### src/rtl/cofre_pkg.sv
// Shared definitions for the safe's input conditioner: key FSM states,
// key index constants and the millisecond-to-clock-cycle helpers.
package cofre_pkg;

    typedef enum logic [1:0] {
        IDLE         = 2'd0,
        PRESS_WAIT   = 2'd1,
        PRESSED      = 2'd2,
        RELEASE_WAIT = 2'd3
    } key_state_t;

    localparam int unsigned KEY0 = 0;
    localparam int unsigned KEY1 = 1;

    function automatic int unsigned debounce_cycles(input int unsigned clk_hz,
                                                    input int unsigned debounce_ms);
        return clk_hz / 1000 * debounce_ms;
    endfunction

    function automatic int unsigned hold_cycles(input int unsigned clk_hz,
                                                input int unsigned hold_ms);
        return clk_hz / 1000 * hold_ms;
    endfunction

endpackage

### src/rtl/cofre_key_debounce.sv
// One pushbutton: 2-FF synchronizer plus debounce FSM producing a level and
// one-clock press/release pulses. Long-press pulse exists only with COFRE_LONGPRESS_EN.
module cofre_key_debounce
    import cofre_pkg::*;
#(
    parameter int unsigned D = 4
`ifdef COFRE_LONGPRESS_EN
    ,
    parameter int unsigned H = 10
`endif
) (
    input  logic clk,
    input  logic reset,
    input  logic i_key_n,
    output logic o_level,
    output logic o_press,
    output logic o_release,
    output logic o_hold
);

    localparam int CW = $clog2(D + 1);
    localparam logic [CW-1:0] CNT_LAST = CW'(D - 1);

    logic          r_sync1;
    logic          r_sync2;
    key_state_t    r_state;
    key_state_t    w_state_nxt;
    logic [CW-1:0] r_cnt;
    logic [CW-1:0] w_cnt_nxt;
    logic [CW-1:0] w_cnt_inc;
    logic          r_press;
    logic          r_release;
    logic          w_press_nxt;
    logic          w_release_nxt;
    logic          w_p;

    // Sync flops preset to the released level so reset never looks like a press.
    always_ff @(posedge clk or negedge reset) begin
        if (!reset) begin
            r_sync1   <= 1'b1;
            r_sync2   <= 1'b1;
            r_state   <= IDLE;
            r_cnt     <= '0;
            r_press   <= 1'b0;
            r_release <= 1'b0;
        end else begin
            r_sync1   <= i_key_n;
            r_sync2   <= r_sync1;
            r_state   <= w_state_nxt;
            r_cnt     <= w_cnt_nxt;
            r_press   <= w_press_nxt;
            r_release <= w_release_nxt;
        end
    end

    assign w_p       = ~r_sync2;
    assign w_cnt_inc = (r_cnt == CNT_LAST) ? r_cnt : r_cnt + 1'b1;

    // The entry clock counts as the first stable sample, so the commit happens
    // on the D-th stable sample; with D==1 the wait states are skipped entirely.
    always_comb begin
        w_state_nxt   = r_state;
        w_cnt_nxt     = r_cnt;
        w_press_nxt   = 1'b0;
        w_release_nxt = 1'b0;
        case (r_state)
            IDLE: begin
                if (w_p) begin
                    w_cnt_nxt = '0;
                    if (D == 1) begin
                        w_state_nxt = PRESSED;
                        w_press_nxt = 1'b1;
                    end else begin
                        w_state_nxt = PRESS_WAIT;
                    end
                end
            end
            PRESS_WAIT: begin
                if (!w_p) begin
                    w_state_nxt = IDLE;
                    w_cnt_nxt   = '0;
                end else if (w_cnt_inc == CNT_LAST) begin
                    w_state_nxt = PRESSED;
                    w_cnt_nxt   = '0;
                    w_press_nxt = 1'b1;
                end else begin
                    w_cnt_nxt = w_cnt_inc;
                end
            end
            PRESSED: begin
                if (!w_p) begin
                    w_cnt_nxt = '0;
                    if (D == 1) begin
                        w_state_nxt   = IDLE;
                        w_release_nxt = 1'b1;
                    end else begin
                        w_state_nxt = RELEASE_WAIT;
                    end
                end
            end
            RELEASE_WAIT: begin
                if (w_p) begin
                    w_state_nxt = PRESSED;
                    w_cnt_nxt   = '0;
                end else if (w_cnt_inc == CNT_LAST) begin
                    w_state_nxt   = IDLE;
                    w_cnt_nxt     = '0;
                    w_release_nxt = 1'b1;
                end else begin
                    w_cnt_nxt = w_cnt_inc;
                end
            end
            default: begin
                w_state_nxt = IDLE;
                w_cnt_nxt   = '0;
            end
        endcase
    end

    assign o_level   = (r_state == PRESSED) || (r_state == RELEASE_WAIT);
    assign o_press   = r_press;
    assign o_release = r_release;

`ifdef COFRE_LONGPRESS_EN
    localparam int HW = $clog2(H + 1);
    localparam logic [HW-1:0] HOLD_LAST = HW'(H - 1);
    localparam logic [HW-1:0] HOLD_DONE = HW'(H);

    logic [HW-1:0] r_hold_cnt;
    logic          r_hold;

    // Parking the counter at H keeps the hold pulse to one per press.
    always_ff @(posedge clk or negedge reset) begin
        if (!reset) begin
            r_hold_cnt <= '0;
            r_hold     <= 1'b0;
        end else begin
            r_hold <= 1'b0;
            if ((r_state != PRESSED) || !w_p) begin
                r_hold_cnt <= '0;
            end else if (r_hold_cnt == HOLD_LAST) begin
                r_hold     <= 1'b1;
                r_hold_cnt <= HOLD_DONE;
            end else if (r_hold_cnt != HOLD_DONE) begin
                r_hold_cnt <= r_hold_cnt + 1'b1;
            end
        end
    end

    assign o_hold = r_hold;
`else
    assign o_hold = 1'b0;
`endif

endmodule

### src/rtl/cofre_input_conditioner.sv
// Input conditioner for the safe: debounced pushbuttons with edge pulses and
// glitch-filtered switches. Define COFRE_LONGPRESS_EN to enable key_hold pulses.
module cofre_input_conditioner
    import cofre_pkg::*;
#(
    parameter int unsigned CLK_HZ      = 50_000_000,
    parameter int unsigned DEBOUNCE_MS = 10,
    parameter int unsigned NUM_KEYS    = 2,
    parameter int unsigned NUM_SW      = 8,
    parameter int unsigned SW_STABLE   = 4,
    parameter int unsigned HOLD_MS     = 1000
) (
    input  logic                clk,
    input  logic                reset,
    input  logic [NUM_KEYS-1:0] key_raw,
    input  logic [NUM_SW-1:0]   sw_raw,
    output logic [NUM_KEYS-1:0] key_level,
    output logic [NUM_KEYS-1:0] key_press,
    output logic [NUM_KEYS-1:0] key_release,
    output logic [NUM_SW-1:0]   sw_clean,
    output logic [NUM_KEYS-1:0] key_hold
);

    localparam int unsigned D = debounce_cycles(CLK_HZ, DEBOUNCE_MS);
`ifdef COFRE_LONGPRESS_EN
    localparam int unsigned H = hold_cycles(CLK_HZ, HOLD_MS);
`endif

    for (genvar k = 0; k < int'(NUM_KEYS); k++) begin : g_key
        cofre_key_debounce #(
            .D(D)
`ifdef COFRE_LONGPRESS_EN
            ,
            .H(H)
`endif
        ) u_key (
            .clk      (clk),
            .reset    (reset),
            .i_key_n  (key_raw[k]),
            .o_level  (key_level[k]),
            .o_press  (key_press[k]),
            .o_release(key_release[k]),
            .o_hold   (key_hold[k])
        );
    end

    localparam int SCW = $clog2(SW_STABLE + 1);
    localparam logic [SCW-1:0] SW_LAST = SCW'(SW_STABLE);

    logic [NUM_SW-1:0] r_sw_sync1;
    logic [NUM_SW-1:0] r_sw_sync2;
    logic [NUM_SW-1:0] r_sw_clean;
    logic [SCW-1:0]    r_sw_cnt [NUM_SW];

    // Each bit counts consecutive clocks of disagreement with its clean value;
    // any agreeing clock restarts the count, so short glitches never get through.
    always_ff @(posedge clk or negedge reset) begin
        if (!reset) begin
            r_sw_sync1 <= '0;
            r_sw_sync2 <= '0;
            r_sw_clean <= '0;
            for (int b = 0; b < int'(NUM_SW); b++) begin
                r_sw_cnt[b] <= '0;
            end
        end else begin
            r_sw_sync1 <= sw_raw;
            r_sw_sync2 <= r_sw_sync1;
            for (int b = 0; b < int'(NUM_SW); b++) begin
                if (r_sw_sync2[b] == r_sw_clean[b]) begin
                    r_sw_cnt[b] <= '0;
                end else if (r_sw_cnt[b] + 1'b1 == SW_LAST) begin
                    r_sw_clean[b] <= r_sw_sync2[b];
                    r_sw_cnt[b]   <= '0;
                end else begin
                    r_sw_cnt[b] <= r_sw_cnt[b] + 1'b1;
                end
            end
        end
    end

    assign sw_clean = r_sw_clean;

endmodule

### config.mk
export PLATFORM = sky130hd
export DESIGN_NAME = cofre_input_conditioner
export DESIGN_NICKNAME = d
export VERILOG_FILES = /design/src/rtl/cofre_pkg.sv /design/src/rtl/cofre_key_debounce.sv /design/src/rtl/cofre_input_conditioner.sv
export SDC_FILE = /design/constraint.sdc
export NUM_CORES = 1
export LEC_CHECK = 0
export CAP_MARGIN = 40
export CORE_MARGIN = 5
export CORE_UTILIZATION = 25
export CTS_CLUSTER_DIAMETER = 50
export DETAILED_ROUTE_END_ITERATION = 12
export GPL_ROUTABILITY_DRIVEN = 1
export PLACE_DENSITY = 0.5
export SYNTH_ARGS = -nofsm -noshare
export SYNTH_HDL_FRONTEND = slang
export SYNTH_SLANG_ARGS = --single-unit
### constraint.sdc
create_clock -name clk -period 2.6 [get_ports clk]
set_input_delay 0.52 -clock clk [delete_from_list [all_inputs] [get_ports clk]]
set_output_delay 0.52 -clock clk [all_outputs]
set_load 0.01 [all_outputs]
Word level (Yosys, flattened, before mapping) --
Cells that the tools add are included.
Word-level totals: bits in writable memories 0, memories kept 0, latch bits 0, register bits 98, input port bits 12, bits in read-only memories 0
Cells by class: reductions and logical operators 16, bitwise operators 8, multiply operators 0, div/mod/pow operators 0, $lt $le $gt $ge 0, add/sub/neg operators 10, multiplexer cells 54, shift operators 0, eq/ne operators 34
Operators by type and width (number):
- 2-to-1 mux 19 bit | 12
- case mux 19 bit (4 select lines) | 2
- == test 19 bit, second input constant | 4
- 2-to-1 mux 3 bit | 16
- adder 19 x 1 -> 19 bit, second input constant | 2
- adder 3 x 1 -> 3 bit, second input constant | 8
- == test 3 bit, second input constant | 8
- 2-to-1 mux 2 bit | 12
- AND reduction 2 bit | 10
- case mux 2 bit (4 select lines) | 2
- 2-to-1 mux 1 bit | 10
- == test 1 bit | 8
- == test 2 bit, second input constant | 4
- inverter 1 bit | 8
- AND reduction 4 bit | 2
- inequality test 3 x 1 -> 1 bit, second input constant | 2
- inequality test 3 bit, second input constant | 2
- == test 2 x 1 -> 1 bit, second input constant | 2
- logical NOT 2 bit | 2
- inequality test 2 x 1 -> 1 bit, second input constant | 2
- inequality test 2 bit, second input constant | 2
- logical OR 1 bit | 2

Logic depth before layout (Yosys ltp) --
Gate-level depths: netlist (run 1).
word-level depth 6, mapped depth 10, gate-level depth less buffers 8

Cells and area by module --
From an unflattened synthesis (run 1), not the netlist that was laid out.
Unflattened totals: cells, all modules 544, area, all modules 5480.3 sq um
Modules (own cells, without submodules):
- cofre_input_conditioner | cells an instance 123, sequential area each 1201.2 sq um, instances 1, area each 1863.0 sq um
- cofre_key_debounce at g_key[0].u_key | cells an instance 211, sequential area each 628.1 sq um, instances 1, area each 1815.5 sq um
- cofre_key_debounce at g_key[1].u_key | cells an instance 210, sequential area each 628.1 sq um, instances 1, area each 1801.7 sq um

Least setup slack after synthesis (run 1) --
No wires, ideal clock.
kind flip-flop to flip-flop, start point reg g_key[1].u_key.r_cnt[0], end point reg g_key[1].u_key.r_cnt[16], setup slack -137 ps, data required time 2476 ps, library setup time 124 ps, path buffers 1, data arrival time 2613 ps, stages on the path, launching flop included 10, path through dfrtp_1 > ha_1 > nand4_1 > or4_1 > nor3_2 > o221ai_2 > a2111oi_4 > buf_6 > nor2_1 > a211o_1
Between the ends: longest elaborated chain between the ends 6, elaborated cells on any way between the ends 8
Ends and longest elaborated chain:
- start, declared | RTL line cofre_key_debounce.sv:28 | logic [CW-1:0] r_cnt;
- start signal, assigned | RTL line cofre_key_debounce.sv:50 | r_cnt <= w_cnt_nxt;
- adder 19 x 1 -> 19 bit / == test 19 bit (equally long branches) | RTL line cofre_key_debounce.sv:57 | assign w_cnt_inc = (r_cnt == CNT_LAST) ? r_cnt : r_cnt + 1'b1;
- 2-to-1 mux 19 bit * | RTL line cofre_key_debounce.sv:57
- == test 19 bit | RTL line cofre_key_debounce.sv:82, cofre_key_debounce.sv:105
- 2-to-1 mux 19 bit * | RTL line cofre_key_debounce.sv:82, cofre_key_debounce.sv:105
- 2-to-1 mux 19 bit, on equally long branches | RTL line cofre_key_debounce.sv:102, cofre_key_debounce.sv:79
- case mux 19 bit (4 select lines) * | RTL line cofre_key_debounce.sv:66 | case (r_state)
Mark *: on every way between the ends. The rest lies on a longest branch, timed or not. A chain may end at the register's enable or synchronous reset.

Final worst setup path (run 1) --
start point reg g_key[0].u_key.r_cnt[12], end point reg g_key[0].u_key.r_state[0]
Between the ends: longest elaborated chain between the ends 5, elaborated cells on any way between the ends 7
Ends and longest elaborated chain:
- start, declared | RTL line cofre_key_debounce.sv:28
- start signal, assigned | RTL line cofre_key_debounce.sv:50
- adder 19 x 1 -> 19 bit / == test 19 bit (equally long branches) | RTL line cofre_key_debounce.sv:57
- 2-to-1 mux 19 bit * | RTL line cofre_key_debounce.sv:57
- == test 19 bit * | RTL line cofre_key_debounce.sv:82, cofre_key_debounce.sv:105
- inequality test 3 bit (no line) / inequality test 3 x 1 -> 1 bit (equally long branches)
- AND reduction 4 bit (no line) *
- end signal, assigned | RTL line cofre_key_debounce.sv:49 | r_state <= w_state_nxt;
- end, declared | RTL line cofre_key_debounce.sv:26 | key_state_t r_state;
Marks and branches as above.

==> results.py, run 1 <==
metrics = {
    "final_layout": {
        "area_delta_synth_final_pct": 30.59,
        "n_antenna_cell": 0,
        "final_layout_size_suffix_gt1_frac": 0.2733,
        "instances_no_fill": 908,
        "nets": 658,
    },
    "timing": {
        "fmax_mhz": 376.9,
        "drv_slew": 0,
        "timing.final.crit_share": 1.021,
        "fin_ws_ns": -0.05336,
        "whs_ns": 0.1160,
        "min_period_ns": 2.653,
        "slew_headroom": 0.4040,
        "finalHoldViolations": 0,
        "rsz0062_at_grt": "yes",
        "clock-skew-final_ns": 0.006099,
        "tightest_slew_ns": 0.8907,
        "setup_violations": 9,
    },
    "worst_setup_path": {
        "crit_path_end_kind": "flip-flop",
        "critPathMaxStageDelay_ns": 0.56,
        "cp_data_arrival_time_ns": 2.90,
        "cp_num_buf_inv": 3,
        "crit_fanout": 6,
        "crit_chain": "or4b_4, nor4b_4, nand4_1, a2111oi_2, nand4_1, buf_6, buf_6, buf_6, o21a_1",
        "worst-setup-path-type": "reg2reg",
        "cpMaxStageDelayCell": "or4b_4",
        "critPathRequiredTime_ns": 2.85,
        "rrSetupSlack_ns": -0.05,
        "cp_top_family": "simple AND/OR/NAND/NOR gates",
        "start_kind": "flip-flop",
        "cp_common_cell": "buf_6",
        "worst-r2r-cell-count": 9,
        "r2r-start": "g_key[0].u_key.r_cnt[12]$_DFFE_PN0P_",
        "worstReg2RegEnd": "g_key[0].u_key.r_state[0]$_DFFE_PN0P_",
    },
    "pwr": {
        "total_power_mw": 3.973,
        "irDropWorstVdd_mv": 0.3182,
        "power.leakage_nw": 2.949,
        "power_frac_comb": 0.186,
        "swShare": 0.2967,
        "seqPwrFrac": 0.479,
        "p_sw_mw": 1.179,
        "p_per_area_nw_per_um2": 574.3,
        "clkPwrFrac": 0.334,
        "intPower_mw": 2.794,
    },
    "floorplan": {
        "die_h_um": 155.6,
        "core-area_um2": 20960,
        "dieWidth_um": 155.6,
        "io_pins": 28,
        "num_rows": 53,
        "start_util": 0.2528,
        "die_area_um2": 24200,
    },
    "synthesis": {
        "synth_cells": 543,
        "yosys-top-cells-area": "dfrtp_1 (44%), ha_1 (4.3%), nand2_1 (3.7%)",
        "yosysMostFrequentCell": "dfrtp_1",
        "synth_top_area_cell": "dfrtp_1",
        "ys.flop_type": "dfrtp_1",
        "synth-edff-count": 0,
        "ys_seq_area_frac": 0.4639,
        "synth_top_area_frac": 0.4440,
        "syn_avg_cell_area_um2": 9.756,
        "ys_warn_count": 0,
        "synth_cell_types": 68,
        "synth-seq-cells": 98,
        "async_reset_ff_frac": 1.000,
        "syn-cell-area_um2": 5298,
        "synth_common_cells": "dfrtp_1 (94), nand2_1 (52), nand3_1 (29), nor2_1 (29), clkbuf_1 (23)",
    },
    "clocking": {
        "cts_buffers": 9,
        "cts_sinks": 98,
        "cts_tree": "done",
        "insertion_delay_ns": 0.35,
        "clkTransAtPathRegs_ns": 0.08,
        "ctsHtreeMaxLevel": 3,
        "hold_buffers": 0,
        "cts.path.max_buffers": 2,
        "cts-root-buf": "clkbuf_16",
    },
    "detailed_routing": {
        "antenna_left": 0,
        "num_vias": 4561,
        "via_per_inst": 5.023,
        "totalWireLength_um": 13680,
        "drc_errors": 0,
        "post_drt_wl_per_cell_um": 15.06,
        "dr.first_iter.drc_count": 261,
        "dr.pass1.iters": 5,
    },
    "job": {
        "max-cap-violations": 0,
    },
    "outcome": {
        "status": "finished, violations left",
        "violations": "negative setup slack",
    },
    "placement": {
        "dp.cells": 874,
        "gp_congestion": 0.9009,
        "dp.final_hpwl_um": 9638,
        "port_buffers": 25,
    },
    "global_routing": {
        "grt_max_degree": 36,
        "grt_pass1_wl_um": 23000,
        "grt_antenna_before_repair": 0,
        "first_global_vias": 4696,
        "track_usage": 0.1160,
        "grt_overflow": 0,
    },
    "worst_hold_path": {
        "hp-class": "in2async",
    },
}
-- routing by layer --
layer / up-vias / track usage / part of all wire
met5: - / 0 / 0
li1: 2155 / - / -
met3: 22 / 0.02108 / 0.046
met1: 2266 / 0.1506 / 0.46
met4: 0 / 0.04710 / 0.020
met2: 118 / 0.1915 / 0.48
-- power by group through the flow --
| stage | sequential (mW) | clock (mW) | combinational (mW) |
|---|---|---|---|
| 2_1_floorplan | 1.92 | 0 | 0.437 |
| 3_3_place_gp | 1.91 | 0 | 0.687 |
| 3_5_place_dp | 1.94 | 0 | 0.725 |
| 4_1_cts | 1.91 | 1.39 | 0.745 |
| 5_1_grt | 1.93 | 1.45 | 0.842 |
| 6_report | 1.90 | 1.33 | 0.741 |
-- sequential cells by signal, indices dropped and copies added, names as in the netlist, named ones only --
register	count
g_key.u_key.o_press	2
g_key.u_key.o_release	2
g_key.u_key.r_cnt	38
g_key.u_key.r_state	2
g_key.u_key.r_sync1	2
g_key.u_key.r_sync2	2
r_sw_cnt	24
r_sw_sync1	8
r_sw_sync2	8
sw_clean	8
-- placed cells by master (no fill, tap or decap), types with 10 or more instances in the layout --
cell,synthesis,layout
a211oi_1,13,12
a21oi_1,16,12
a31oi_1,19,17
buf_4,8,84
clkdlybuf4s50_1,0,24
dfrtp_1,94,89
ha_1,18,17
nand2_1,52,52
nand3_1,29,28
nand4_1,21,21
nor2_1,29,25
nor2b_1,10,10
nor3_1,21,19
nor3b_1,11,10
o21ai_0,21,15
xnor2_1,14,14
xor2_1,10,10
-- cell families after synthesis --
family                   synth area share
AND/OR/NAND/NOR                    0.2393
AO/OA/AOI/OAI                      0.1460
flip-flops                         0.4639
buffers and inverters             0.04700
XOR/XNOR                          0.03968
adder cells (fa/ha/maj)           0.04251
multiplexers                      0.02102
other                           0.0007079
-- per-stage QoR --
| stage | setup WS, ns | cell area [um^2] | util | TNS [ns] |
|---|---|---|---|---|
| 2_1_floorplan | 0.01912 | 5319 | - | 0 |
| 3_3_place_gp | -0.2103 | 6264 | 0.2989 | -1.210 |
| 3_5_place_dp | -0.2572 | 6264 | 0.2989 | -2.530 |
| 4_1_cts | 0.009215 | 6753 | 0.3222 | 0 |
| 5_1_grt | -0.1558 | 6918 | 0.3301 | -2.390 |
| 6_report | -0.05336 | 6918 | 0.3301 | -0.2263 |
-- area by class of cell --
| type | instances | area, um^2 |
|---|---|---|
| clock inverter | 7 | 65.06 |
| clock buffer | 9 | 225.2 |
| fill | 2185 | 14040 |
| multi-input combinational | 394 | 2808 |
| sequential | 98 | 2464 |
| tap | 275 | 344.1 |
| inverter | 7 | 26.28 |
| timing repair buffer | 118 | 985.9 |
-- worst max path at each step --
stage / startpoint / endpoint / slack [ns] / cells after the start
after floorplan: g_key[1].u_key.r_cnt[1]$_DFFE_PN0P_ / g_key[1].u_key.r_cnt[16]$_DFFE_PN0P_ / 0.02 / 9
after global placement: g_key[0].u_key.r_cnt[5]$_DFFE_PN0P_ / g_key[0].u_key.r_cnt[0]$_DFFE_PN0P_ / -0.21 / 8
after detailed placement: g_key[0].u_key.r_cnt[5]$_DFFE_PN0P_ / g_key[0].u_key.r_cnt[0]$_DFFE_PN0P_ / -0.26 / 8
after CTS: g_key[1].u_key.r_cnt[1]$_DFFE_PN0P_ / g_key[1].u_key.r_cnt[17]$_DFFE_PN0P_ / 0.009 / 9
after global routing: g_key[0].u_key.r_cnt[12]$_DFFE_PN0P_ / g_key[0].u_key.r_state[0]$_DFFE_PN0P_ / -0.16 / 9
final: g_key[0].u_key.r_cnt[12]$_DFFE_PN0P_ / g_key[0].u_key.r_state[0]$_DFFE_PN0P_ / -0.05 / 9
-- timing repair --
item | in CTS | in global routing
resized for setup | 20 | 38
setup buffers | 15 | 3
endpoints found under the setup margin | 31 | 38
gates cloned | 2 | 0
pin swaps | 10 | 28
(Power assumes the default switching activity.)
==> run 2, diff against run 1 <==
--- a/config.mk
+++ b/config.mk
@@ -12,6 +12,7 @@
 export DETAILED_ROUTE_END_ITERATION = 12
 export GPL_ROUTABILITY_DRIVEN = 1
 export PLACE_DENSITY = 0.5
+export SKIP_LAST_GASP = 1
 export SYNTH_ARGS = -nofsm -noshare
 export SYNTH_HDL_FRONTEND = slang
 export SYNTH_SLANG_ARGS = --single-unit
==> run 2 against run 1 <==
The flow still finishes with violations (negative setup slack). Cell count is 0.11% lower. Highest routed layer unchanged. Count of clock-buffer cells in the layout stayed put. Worst setup slack better by 0.0077 ns. Hold slack lost 0.0017 ns. Combinational power hardly changed. First-iteration DRC count up 9.6%. Clock power is essentially flat. Via count fell by 0.13%.
==> results.py, run 2 (synthesized netlist as in run 1, its figures left out) <==
metrics = {
    "outcome": {
        "status": "finished, violations left",
        "violations": "negative setup slack",
    },
    "final_layout": {
        "postLayoutCellArea_um2": 6874,
        "nets": 657,
        "n_antenna_cell": 0,
        "final_cell_mix": "dfrtp_1 (89), buf_4 (85), nand2_1 (52), nand3_1 (28), nor2_1 (27)",
        "final_layout_size_suffix_gt1_frac": 0.2611,
        "final_common_cell": "dfrtp_1",
        "top_register": "g_key.u_key.r_cnt",
        "instances_no_fill": 907,
        "area_delta_synth_final_pct": 29.76,
        "biggestRegsByFlops": "g_key.u_key.r_cnt (38), r_sw_cnt (24)",
        "final_util": 0.3280,
        "largest_register_ffs": 38,
    },
    "timing": {
        "finalHoldViolations": 0,
        "timing.final.crit_share": 1.018,
        "whs_ns": 0.1143,
        "setup_violations": 7,
        "fin_ws_ns": -0.04563,
        "drv_slew": 0,
        "finalSetupTns_ns": -0.1698,
        "min_period_ns": 2.646,
        "fmax_mhz": 378.0,
        "clock-skew-final_ns": 0.006727,
        "rsz0062_at_grt": "yes",
        "slew_headroom": 0.4021,
        "tightest_slew_ns": 0.8935,
    },
    "detailed_routing": {
        "num_vias": 4555,
        "totalWireLength_um": 13670,
        "antenna_left": 0,
        "dr.pass1.iters": 4,
        "via_per_inst": 5.022,
        "post_drt_wl_per_cell_um": 15.07,
        "dr.first_iter.drc_count": 286,
        "drc_errors": 0,
    },
    "worst_setup_path": {
        "start_kind": "flip-flop",
        "crit_fanout": 6,
        "crit_path_end_kind": "flip-flop",
        "worst-setup-path-type": "reg2reg",
        "critPathRequiredTime_ns": 2.85,
        "cp_data_arrival_time_ns": 2.89,
    },
    "placement": {
        "placed_area_um2": 6264,
        "place_ws_ns": -0.2572,
        "dp.cells": 874,
        "gp_congestion": 0.9009,
        "port_buffers": 25,
        "dp.final_hpwl_um": 9638,
    },
    "pwr": {
        "clkPwrFrac": 0.335,
        "intPower_mw": 2.792,
        "seqPwrFrac": 0.479,
        "p_sw_mw": 1.182,
        "irDropWorstVdd_mv": 0.3184,
        "total_power_mw": 3.974,
        "p_per_area_nw_per_um2": 578.1,
        "swShare": 0.2974,
        "power.leakage_nw": 2.926,
        "power_frac_comb": 0.186,
    },
    "global_routing": {
        "grt_pass1_wl_um": 23000,
        "grt_max_degree": 36,
        "grt_overflow": 0,
        "first_global_vias": 4700,
        "track_usage": 0.1160,
        "grt_antenna_before_repair": 0,
    },
    "clocking": {
        "cts_buffers": 9,
        "hold_buffers": 0,
        "clkTransAtPathRegs_ns": 0.08,
        "cts_tree": "done",
        "insertion_delay_ns": 0.35,
        "cts_sinks": 98,
        "cts.path.max_buffers": 2,
        "cts-root-buf": "clkbuf_16",
        "ctsHtreeMaxLevel": 3,
    },
    "floorplan": {
        "dieWidth_um": 155.6,
        "start_util": 0.2528,
        "core-area_um2": 20960,
        "die_h_um": 155.6,
        "die_area_um2": 24200,
        "num_rows": 53,
        "io_pins": 28,
    },
    "job": {
        "max-cap-violations": 0,
    },
    "worst_hold_path": {
        "hp-class": "in2async",
    },
}
==> run 2: cell count changes in the layout (fill, tap and decap cells not counted), sizes merged <==
| cell | delta |
|---|---|
| buf | -1 |
==> run 2: power groups by stage <==
stage,Combinational (mW),Sequential [mW],Clock (mW)
2_1_floorplan,0.437,1.92,0
3_3_place_gp,0.687,1.91,0
3_5_place_dp,0.725,1.94,0
4_1_cts,0.745,1.91,1.39
5_1_grt,0.839,1.93,1.45
6_report,0.739,1.90,1.33
==> run 2: timing repair <==
action                                  in CTS  in global routing
buffers inserted                            15                  2
endpoints found under the setup margin      31                 38
gates resized for setup                     19                 27
pin swaps                                   10                 25
cloned                                       2                  0
==> run 2: critical path, cell delays in order, from the launching register on <==
cell,delay [ns]
dfrtp_1,0.38
or4b_4,0.56
nor4b_4,0.32
nand4_1,0.19
a2111oi_2,0.38
nand4_1,0.15
buf_6,0.16
buf_6,0.13
buf_6,0.11
o21a_1,0.17
==> run 2: routing by layer <==
layer	part of all wire	routed length, um	up-vias	track usage
met5	0	0	-	0
met4	0.020	271	0	0.04710
met3	0.049	674	24	0.02108
met2	0.47	6473	131	0.1915
met1	0.46	6245	2238	0.1506
li1	-	-	2162	-
==> run 2: worst paths after layout <==
kind | endpoint | cells after the start | start | slack [ns]
min | r_sw_sync2[3]$_DFF_PN0_ | 1 | reset | 0.11
min in group clk | r_sw_sync2[1]$_DFF_PN0_ | 0 | r_sw_sync1[1]$_DFF_PN0_ | 0.35
min reg2reg | r_sw_sync2[1]$_DFF_PN0_ | 0 | r_sw_sync1[1]$_DFF_PN0_ | 0.35
max | g_key[0].u_key.r_state[0]$_DFFE_PN0P_ | 9 | g_key[0].u_key.r_cnt[12]$_DFFE_PN0P_ | -0.05
max reg2reg | g_key[0].u_key.r_state[0]$_DFFE_PN0P_ | 9 | g_key[0].u_key.r_cnt[12]$_DFFE_PN0P_ | -0.05
max in group asynchronous | g_key[0].u_key.r_sync1$_DFF_PN1_ | 2 | reset | 1.65
==> run 2: cell type report <==
type	instances	area, um^2
clock buffers	9	225.2
clock inverters	7	65.06
well taps	275	344.1
flip-flops and latches	98	2464
repair buffers	117	970.9
inverters	7	26.28
fillers	2180	14080
multi-input cells	394	2779
